`config.mk`:
```
export PLATFORM = sky130hd
export DESIGN_NAME = fan_pwm_ctrl
export DESIGN_NICKNAME = d
export VERILOG_FILES = /design/src/rtl/fan_pkg.sv /design/src/rtl/fan_debounce.sv /design/src/rtl/fan_pwm_ctrl.sv
export SDC_FILE = /design/constraint.sdc
export NUM_CORES = 1
export LEC_CHECK = 0
export ABC_CLOCK_PERIOD_IN_PS = 19700
export CORE_UTILIZATION = 40
export DETAILED_ROUTE_END_ITERATION = 8
export PLACE_DENSITY = 0.56
export SLEW_MARGIN = 20
export SYNTH_ARGS = -nofsm -noshare
export SYNTH_HDL_FRONTEND = slang
export SYNTH_SLANG_ARGS = --single-unit
```
`constraint.sdc`:
```
create_clock -name clk_i -period 19.7 [get_ports clk_i]
set_clock_uncertainty 0.15 [all_clocks]
set_input_delay 1.97 -clock clk_i [delete_from_list [all_inputs] [get_ports clk_i]]
set_output_delay 1.97 -clock clk_i [all_outputs]
set_load 0.05 [all_outputs]
```
`src/rtl/fan_pkg.sv`:
```
// Shared types and helpers for the board fan PWM controller.
package fan_pkg;

  // Controller states; the encoding is visible on state_o.
  typedef enum logic [1:0] {
    ST_OFF    = 2'd0,
    ST_KICK   = 2'd1,
    ST_RAMP   = 2'd2,
    ST_STEADY = 2'd3
  } fan_state_e;

  // Compare value for a 4-bit setting: ceil(period * s / 15).
  // Evaluated at 32 bits, so the product never overflows for any sane period;
  // s = 0 maps to 0, s = 15 maps to period, and any nonzero s maps to >= 1.
  function automatic logic [31:0] fan_duty_from_setting(input logic [31:0] period,
                                                        input logic [3:0]  s);
    logic [31:0] prod;
    prod = period * {28'd0, s};
    return (prod + 32'd14) / 32'd15;
  endfunction

endpackage

```
`src/rtl/fan_debounce.sv`:
```
// Two-flop synchroniser followed by a stability counter. A new value is
// accepted only after it has been seen unchanged for Cycles clocks, giving
// a total latency of 2 + Cycles clocks from input change to q_o.
module fan_debounce #(
  parameter int Width  = 4,
  parameter int Cycles = 50_000
) (
  input  logic             clk_i,
  input  logic             rst_ni,
  input  logic [Width-1:0] d_i,
  output logic [Width-1:0] q_o
);

  localparam int CntW = (Cycles > 1) ? $clog2(Cycles) : 1;
  localparam logic [CntW-1:0] LastCnt = CntW'(Cycles - 1);

  logic [Width-1:0] r_sync1;
  logic [Width-1:0] r_cand;   // second synchroniser flop doubles as the candidate
  logic [CntW-1:0]  r_cnt;
  logic [Width-1:0] r_q;

  // Synchronise, restart the count on any change, accept once stable long enough.
  // NOTE: sequential state uses non-blocking assignments so every flop samples
  // pre-edge values regardless of statement order.
  always_ff @(posedge clk_i or negedge rst_ni) begin
    if (!rst_ni) begin
      r_sync1 <= '0;
      r_cand  <= '0;
      r_cnt   <= '0;
      r_q     <= '0;
    end else begin
      r_sync1 <= d_i;
      r_cand  <= r_sync1;
      if (r_sync1 != r_cand) begin
        r_cnt <= '0;
      end else if (r_cnt == LastCnt) begin
        r_q <= r_cand;
      end else begin
        r_cnt <= r_cnt + CntW'(1);
      end
    end
  end

  assign q_o = r_q;

endmodule

```
`src/rtl/fan_pwm_ctrl.sv`:
```
// Board fan controller: debounced 4-bit setting in, glitch-free PWM out.
// Spin-up from standstill gets a full-duty kick, then the duty ramps one
// count at a time toward the target; the applied compare value only changes
// at a PWM period boundary.
module fan_pwm_ctrl
  import fan_pkg::*;
#(
  parameter  int ClkFreqHz      = 50_000_000,
  parameter  int PwmFreqHz      = 25_000,
  parameter  int DebounceCycles = 50_000,
  parameter  int KickCycles     = 25_000_000,
  parameter  int RampDivCycles  = 500,
  localparam int PwmPeriod      = ClkFreqHz / PwmFreqHz,
  localparam int CntW           = $clog2(PwmPeriod + 1)
) (
  input  logic            clk_i,
  input  logic            rst_ni,
  input  logic [3:0]      pwm_setting_i,
  output logic            fan_pwm_o,
  output logic [CntW-1:0] duty_o,
  output logic [1:0]      state_o
);

  localparam int KickW = $clog2(KickCycles + 1);
  localparam int DivW  = $clog2(RampDivCycles + 1);

  localparam logic [CntW-1:0]  PeriodLast = CntW'(PwmPeriod - 1);
  localparam logic [CntW-1:0]  PeriodFull = CntW'(PwmPeriod);
  localparam logic [KickW-1:0] KickLast   = KickW'(KickCycles - 1);
  localparam logic [DivW-1:0]  DivLast    = DivW'(RampDivCycles - 1);

  logic [3:0]      w_setting_q;
  logic [CntW-1:0] w_tgt;

  logic [CntW-1:0]  r_cnt;
  logic [CntW-1:0]  r_duty;
  logic             r_pwm;
  fan_state_e       r_state;
  logic [CntW-1:0]  r_cur;
  logic [KickW-1:0] r_kick_cnt;
  logic [DivW-1:0]  r_div;

  fan_debounce #(
    .Width  (4),
    .Cycles (DebounceCycles)
  ) u_debounce (
    .clk_i  (clk_i),
    .rst_ni (rst_ni),
    .d_i    (pwm_setting_i),
    .q_o    (w_setting_q)
  );

  // Target compare value; the upper bits are always zero for s <= 15.
  assign w_tgt = CntW'(fan_duty_from_setting(32'(PwmPeriod), w_setting_q));

  // Free-running period counter; the duty request is applied only at wrap.
  always_ff @(posedge clk_i or negedge rst_ni) begin
    if (!rst_ni) begin
      r_cnt  <= '0;
      r_duty <= '0;
      r_pwm  <= 1'b0;
    end else begin
      if (r_cnt == PeriodLast) begin
        r_cnt  <= '0;
        r_duty <= r_cur;
      end else begin
        r_cnt <= r_cnt + CntW'(1);
      end
      r_pwm <= (r_cnt < r_duty);
    end
  end

  // Kick / ramp / steady state machine producing the internal duty request.
  always_ff @(posedge clk_i or negedge rst_ni) begin
    if (!rst_ni) begin
      r_state    <= ST_OFF;
      r_cur      <= '0;
      r_kick_cnt <= '0;
      r_div      <= '0;
    end else begin
      case (r_state)
        ST_OFF: begin
          r_cur <= '0;
          if (w_tgt != '0) begin
            r_state    <= ST_KICK;
            r_kick_cnt <= '0;
            r_cur      <= PeriodFull;
          end
        end
        ST_KICK: begin
          // Setting changes are deliberately ignored until the kick completes.
          if (r_kick_cnt == KickLast) begin
            r_state <= ST_RAMP;
            r_div   <= '0;
          end else begin
            r_kick_cnt <= r_kick_cnt + KickW'(1);
          end
        end
        ST_RAMP: begin
          if (r_cur == w_tgt) begin
            r_state <= (w_tgt != '0) ? ST_STEADY : ST_OFF;
          end else if (r_div == DivLast) begin
            r_div <= '0;
            r_cur <= (r_cur < w_tgt) ? r_cur + CntW'(1) : r_cur - CntW'(1);
          end else begin
            r_div <= r_div + DivW'(1);
          end
        end
        ST_STEADY: begin
          if (w_tgt != r_cur) begin
            r_state <= ST_RAMP;
            r_div   <= '0;
          end
        end
        default: r_state <= ST_OFF;
      endcase
    end
  end

  assign fan_pwm_o = r_pwm;
  assign duty_o    = r_duty;
  assign state_o   = r_state;

endmodule

```
==> results.md <==
- Max clock buf depth: 2
- Die H: 152 µm
- Global-route wire length before repair: 37.4 mm
- Final Hold Violating Endpoints: 0
- DIE AREA: 0.0231 mm²
- CP endpoint kind: flip-flop
- CTS tree: built
- Internal: 0.318 mW
- Hold_buf cts: 0
- Post-DP HPWL: 16.7 mm
- CTS clk-pin slew, worst paths: 0.08 ns
- Most area-consuming cells after synthesis: dfrtp_1 (27%), ha_1 (7.5%), xnor2_1 (4.6%)
- Maximum vdd drop: 0.0638 mV
- Most frequent CP cell: a21oi_1
- I/O pin cnt: 20
- P per Cell Area: 41.5 mW/mm²
- Post-route design area: 0.00976 mm²
- Ys Warns: 0
- Syn_nets: 1,111
- Gate power share: 0.016
- Avg Cell Area, Syn: 8.63 µm²
- Most frequent cells in the layout: dfrtp_1 (98), nor2_1 (92), nand2_1 (82), o21ai_0 (58), a21oi_1 (55)
- Setup WS post-layout: 3.07 ns
- MaxCap Viol Count: 0
- Net Sw Frac: 0.216
- F_max: 0.0601 GHz
- H-tree lvl count: 3
- Post-synthesis sequential area ratio: 0.273
- Sw power: 0.0874 mW
- Post-CTS setup buffers: 0
- RSZ-0062 raised after global routing: false
- Mapped cell area: 0.00900 mm²
- Largest net degree at the start of global routing: 70
- Dominant synthesized flop cell: dfrtp_1
- Worst hold path class: flip-flop to flip-flop
- Area share of the largest cell type after synthesis: 0.273
- Final worst path period need: 16.63 ns
- ANT cells: 0
- Worst path slowest cell: fa_1
- Vias in the first global route: 7,401
- Vias: 7,906
- Outcome: finished, final reports clean
- Synth area leader: dfrtp_1
- Final ANT Viol Nets: 0
- Netlist cell types: 106
- Share of cells above drive strength 1: 0.0961
- FILL cells: 2,144
- Commonest non-fill, non-tap cell in the layout: dfrtp_1
- CP max stage delay: 0.68 ns
- DR vias/cell: 5.94
- Skew-Pair Late Insertion Delay: 0.35 ns
- Drt initial violations: 566
- EDFF count, synth: 0
- Die width: 152 µm
- Post_cts resized: 0
- Drc violations: 0
- Type of origin of the critical path: flip-flop
- CP Max Fanout: 17
- Final Net Count: 1,114
- Worst Max-Slew Pin Slew: 0.888 ns
- CP top delay family: compound AO/OA/AOI/OAI gates
- TritonCTS buffer count: 9
- Crit Path Class: flip-flop to flip-flop
- Setup-failing EPs final: 0
- Port buffer count: 19
- Avg WL per Cell: 16.6 µm
- CTS Sinks: 98
- Ys async rst share: 1.00
- Initial Utilization: 0.410
- Pre-CTS WS: 3.20 ns
- LEAKAGE: 4.00 nW
- Rows: 54
- Slew headroom: 0.408
- Sequential power share: 0.500
- Final Max Tran Viols: 0
- RD Place Congestion: 0.910
- Layout area overhead: 8.48%
- WP data required: 19.76 ns
- DP Area: 0.00943 mm²
- Post-Route WL: 22.1 mm
- Core ar.: 0.0220 mm²
- Clk network pwr share: 0.484
- Arr. time, crit path: 16.68 ns
- Grt total ovfl: 0
- Total negative slack: 0 ns
- Pre-Repair DR Iteration Count: 6
- Total track usage: 0.193
- Initial antenna violation count: 0
- Synth Instances: 1,043
- Synth Register Bits: 98
- Final Cycle Share: 0.844
- Worst Path Buf+Inv: 5
- Root Buffer: clkbuf_16
[metrics by stage]
stage	instances	hold WS (ns)	power, mW	utilization
after floorplan	1043	0.223	0.208	-
after global placement	1315	0.233	0.214	0.429
after detailed placement	1315	0.233	0.214	0.429
after CTS	1331	0.250	0.411	0.445
after global routing	1331	0.259	0.419	0.445
final	1331	0.248	0.405	0.445
[flip-flops by register name, summed over array words and instances, names as in the netlist]
| signal | cells |
|---|---|
| r_cnt | 11 |
| u_debounce.r_cnt | 16 |
| r_cur | 11 |
| r_div | 9 |
| duty_o | 11 |
| fan_pwm_o | 1 |
| u_debounce.q_o | 4 |
| u_debounce.r_cand | 4 |
| r_kick_cnt | 25 |
| state_o | 2 |
| u_debounce.r_sync1 | 4 |
[per-layer routing]
metal	vias up	part of all wire	wire length, µm	GRT usage
li1	3900	-	-	-
met5	-	0	0	0
met1	3765	0.50	11000	0.279
met2	206	0.45	9920	0.309
met3	35	0.036	790	0.0174
met4	0	0.017	381	0.0457
[area by class of cell]
cell class              count  area (µm²)  share of cell area
multi-input cells         869        6240               0.639
repair buffers             23         218              0.0223
flip-flops and latches     98        2450               0.251
clock buffers               9         225              0.0231
clock inverters             7         108              0.0110
inverters                  45         169              0.0173
well taps                 280         350              0.0359
[cell families after synthesis]
group	synth area share
simple gates	0.215
compound gates	0.266
flops	0.273
xor+xnor	0.0905
buf+inv	0.0343
fa+ha+maj	0.0940
mux	0.0277
[power by group through the flow]
stage | clock network [mW] | registers (mW) | logic [mW]
after floorplan | 0 | 0.207 | 0.00139
after global placement | 0 | 0.207 | 0.00694
after detailed placement | 0 | 0.207 | 0.00695
after CTS | 0.202 | 0.203 | 0.00694
after global routing | 0.209 | 0.203 | 0.00767
final | 0.196 | 0.203 | 0.00650
[cells in the mapped netlist, types with 10 or more instances]
cell type   n
nor2b_1    15
a211oi_1   10
a31oi_1    16
xnor2_1    47
and2_1     11
o211ai_1   13
o31ai_1    10
and3_1     16
inv_1      42
clkbuf_1   20
nor2_1     93
nand2b_1   13
nand2_1    82
o21ai_0    58
a21oi_1    55
dfrtp_1    98
xor2_1     36
nand3_1    42
nand4_1    20
mux2i_1    14
ha_1       54
nor3_1     19
a21oi_2    21
[path summary, 6_finish.rpt]
path | startpoint | to | slack (ns) | depth (start not counted)
max | u_debounce.q_o[1] | r_cur[10] | 3.07 | 72
min | u_debounce.r_sync1[2] | u_debounce.r_cand[2] | 0.25 | 0
max reg2reg | u_debounce.q_o[1] | r_cur[10] | 3.07 | 72
min reg2reg | u_debounce.r_sync1[2] | u_debounce.r_cand[2] | 0.25 | 0
max in group asynchronous | rst_ni | r_kick_cnt[23] | 16.79 | 2
min in group asynchronous | rst_ni | u_debounce.r_cnt[14] | 1.39 | 1
[worst reg2reg max path: cells and delay by family (launching register included)]
kind,cells,cell delay [ns]
AO/OA/AOI/OAI,34,7.64
adder cells (fa/ha/maj),9,3.30
AND/OR/NAND/NOR,19,3.04
multiplexers,2,0.74
XOR/XNOR,3,0.58
flip-flops,1,0.57
buffers and inverters,5,0.48
Note: power is estimated with default switching activity, not from simulation.
==> RTL edit: new RTL, same settings <==
Make the reset (`rst_ni`) synchronous in 3 clocked blocks.
--- a/src/rtl/fan_debounce.sv
+++ b/src/rtl/fan_debounce.sv
@@ -23,5 +23,5 @@
   // NOTE: sequential state uses non-blocking assignments so every flop samples
   // pre-edge values regardless of statement order.
-  always_ff @(posedge clk_i or negedge rst_ni) begin
+  always_ff @(posedge clk_i) begin
     if (!rst_ni) begin
       r_sync1 <= '0;
--- a/src/rtl/fan_pwm_ctrl.sv
+++ b/src/rtl/fan_pwm_ctrl.sv
@@ -55,5 +55,5 @@
 
   // Free-running period counter; the duty request is applied only at wrap.
-  always_ff @(posedge clk_i or negedge rst_ni) begin
+  always_ff @(posedge clk_i) begin
     if (!rst_ni) begin
       r_cnt  <= '0;
@@ -72,5 +72,5 @@
 
   // Kick / ramp / steady state machine producing the internal duty request.
-  always_ff @(posedge clk_i or negedge rst_ni) begin
+  always_ff @(posedge clk_i) begin
     if (!rst_ni) begin
       r_state    <= ST_OFF;
Behaviour: no difference found for any inputs over 10 cycles, from zero or initial values and one cycle with rst_ni low; that may be too few to reach the edited logic, so the function may still have changed.
==> RTL edit against the original RTL <==
- sequential cell count is the same
- largest power group unchanged
- clock power is 16% lower
- die area decreased by 4.1%
- non-clock buffer count did not move
- synthesized area down 4.1%
- largest cell class unchanged
- worst setup slack worse by 0.065 ns
- wire length down 5.5%
- final area down 4.6%
- total power is 6.8% lower
==> RTL edit: results (changes against the original RTL) <==
# Post-CTS Setup Buffers=0 (unchanged); DP HPWL=15.9 mm (-4.5%); met2 WL=9.13 mm (-7.9%); Layout fillers=2183 (+1.8%); all-layer global routing usage=19.0% (-0.27 points); first-pass GRT wire length=34.7 mm (-7.1%); Avg Synthesized Cell Area=8.03 sq um (-6.9%); clk root buf=clkbuf_16; DRT iter0 DRCs=526 (-7.1%); TritonCTS Buffers=9 (unchanged); initial antenna violation count=0 (unchanged); Met1 Wirelength=10.7 mm (-2.2%); synth top area cells=dfxtp_1 (23%), ha_1 (7.8%), nor2_1 (5.4%); H-tree depth=3 (unchanged); syn_nets=1142 (+2.8%); Critical-path top delay cell=or4_4; Max-slew headroom=37.2% (-3.6 points); Regs by FF count=r_kick_cnt x25, u_debounce.r_cnt x16; register area share after synthesis=22.7% (-4.5 points); Post-Place Cell Area=9040 sq um (-4.1%); Max-Cap Viols=0 (unchanged); Crit path arrival time=16.79 ns (+0.11 ns); cell family with most CP delay=compound AO/OA/AOI/OAI gates; Antenna Diode Count=0 (unchanged); met3 wire len=775 um (-1.9%); Reg clk slew, reported paths=roughly 0.070 ns; yosys warns=0 (unchanged); max incr delay on CP=0.72 ns (+0.04 ns); vias in the first global route=6892 (-6.9%); DR vias/cell=5.75 (-3.2%); Clk Latency, worst-skew pair=around 0.34 ns; Synth top cells by count=nor2_1 (123), dfxtp_1 (98), nand2_1 (77); Synth Flop Type=dfxtp_1; Final GP Congestion=0.892 (-2.0%); max layer used=met4; synth unique cells=108 (+1.9%); IO Port Bufs=19 (unchanged); routing usage on met1=28.0% (+0.080 points); Worst Hold Class=flip-flop to flip-flop; status=completed; Final Max Slew Viols=0 (unchanged); share of layout cells above drive strength 1=7.90% (-1.7 points); clock tree buffer depth=2 (unchanged); M2 GR Usage=29.6% (-1.4 points); final wirelength=20.9 mm (-5.5%); maximum VDD drop=41.0 uV (-36%); grt met3 use=1.96% (+0.22 points); standby leakage power=3.44 nW (-14%); post-CTS resize count=0 (unchanged); async set-reset flop share out of synthesis=0% (-100 points); Pre-antenna DRT Iters=6 (unchanged); pin count of the biggest net entering global routing=28 (-60%); worst-path fanout max=15 (-2)
RTL edit: area by class of cell:
cell class | instances | area share, %
repair buffers | 23 | 2.36
clock buffers | 12 | 2.65
flip-flops and latches | 98 | 21.1
multi-input cells | 889 | 67.9
clock inverters | 4 | 0.295
inverters | 50 | 2.01
well taps | 275 | 3.69
RTL edit: cells by family after synthesis:
group           after synthesis  share of synthesized area (%)
simple gates                452                           27.5
compound gates              265                           23.8
mux                          32                           4.23
buf+inv                      87                           4.12
flops                        98                           22.7
xor+xnor                     78                           7.92
fa+ha+maj                    62                           9.69
RTL edit: path summary, 6_finish.rpt:
path,start,endpoint,slack [ns],depth (start not counted)
hold reg to reg,r_cnt[0],r_cnt[0],0.32,1
hold / removal,r_cnt[0],r_cnt[0],0.32,1
setup reg to reg,u_debounce.q_o[1],r_cur[10],3.01,67
setup / recovery,u_debounce.q_o[1],r_cur[10],3.01,67
RTL edit: power breakdown:
group          switching (mW)  internal [mW]  total (mW)
combinational         0.00701        0.00446      0.0115
sequential            0.00132          0.200       0.201
clock                  0.0762         0.0890       0.165
total                  0.0845          0.293       0.378
RTL edit: metrics by stage:
step / setup WS, ns / std cells / hold WS (ns) / utilization [%]
after detailed placement: 3.10 / 1335 / 0.309 / 42.9
after floorplan: 5.41 / 1074 / 0.275 / -
after global routing: 1.65 / 1351 / 0.344 / 44.2
after global placement: 3.51 / 1335 / 0.304 / 42.9
after CTS: 3.06 / 1351 / 0.324 / 44.2
final: 3.01 / 1351 / 0.317 / 44.2
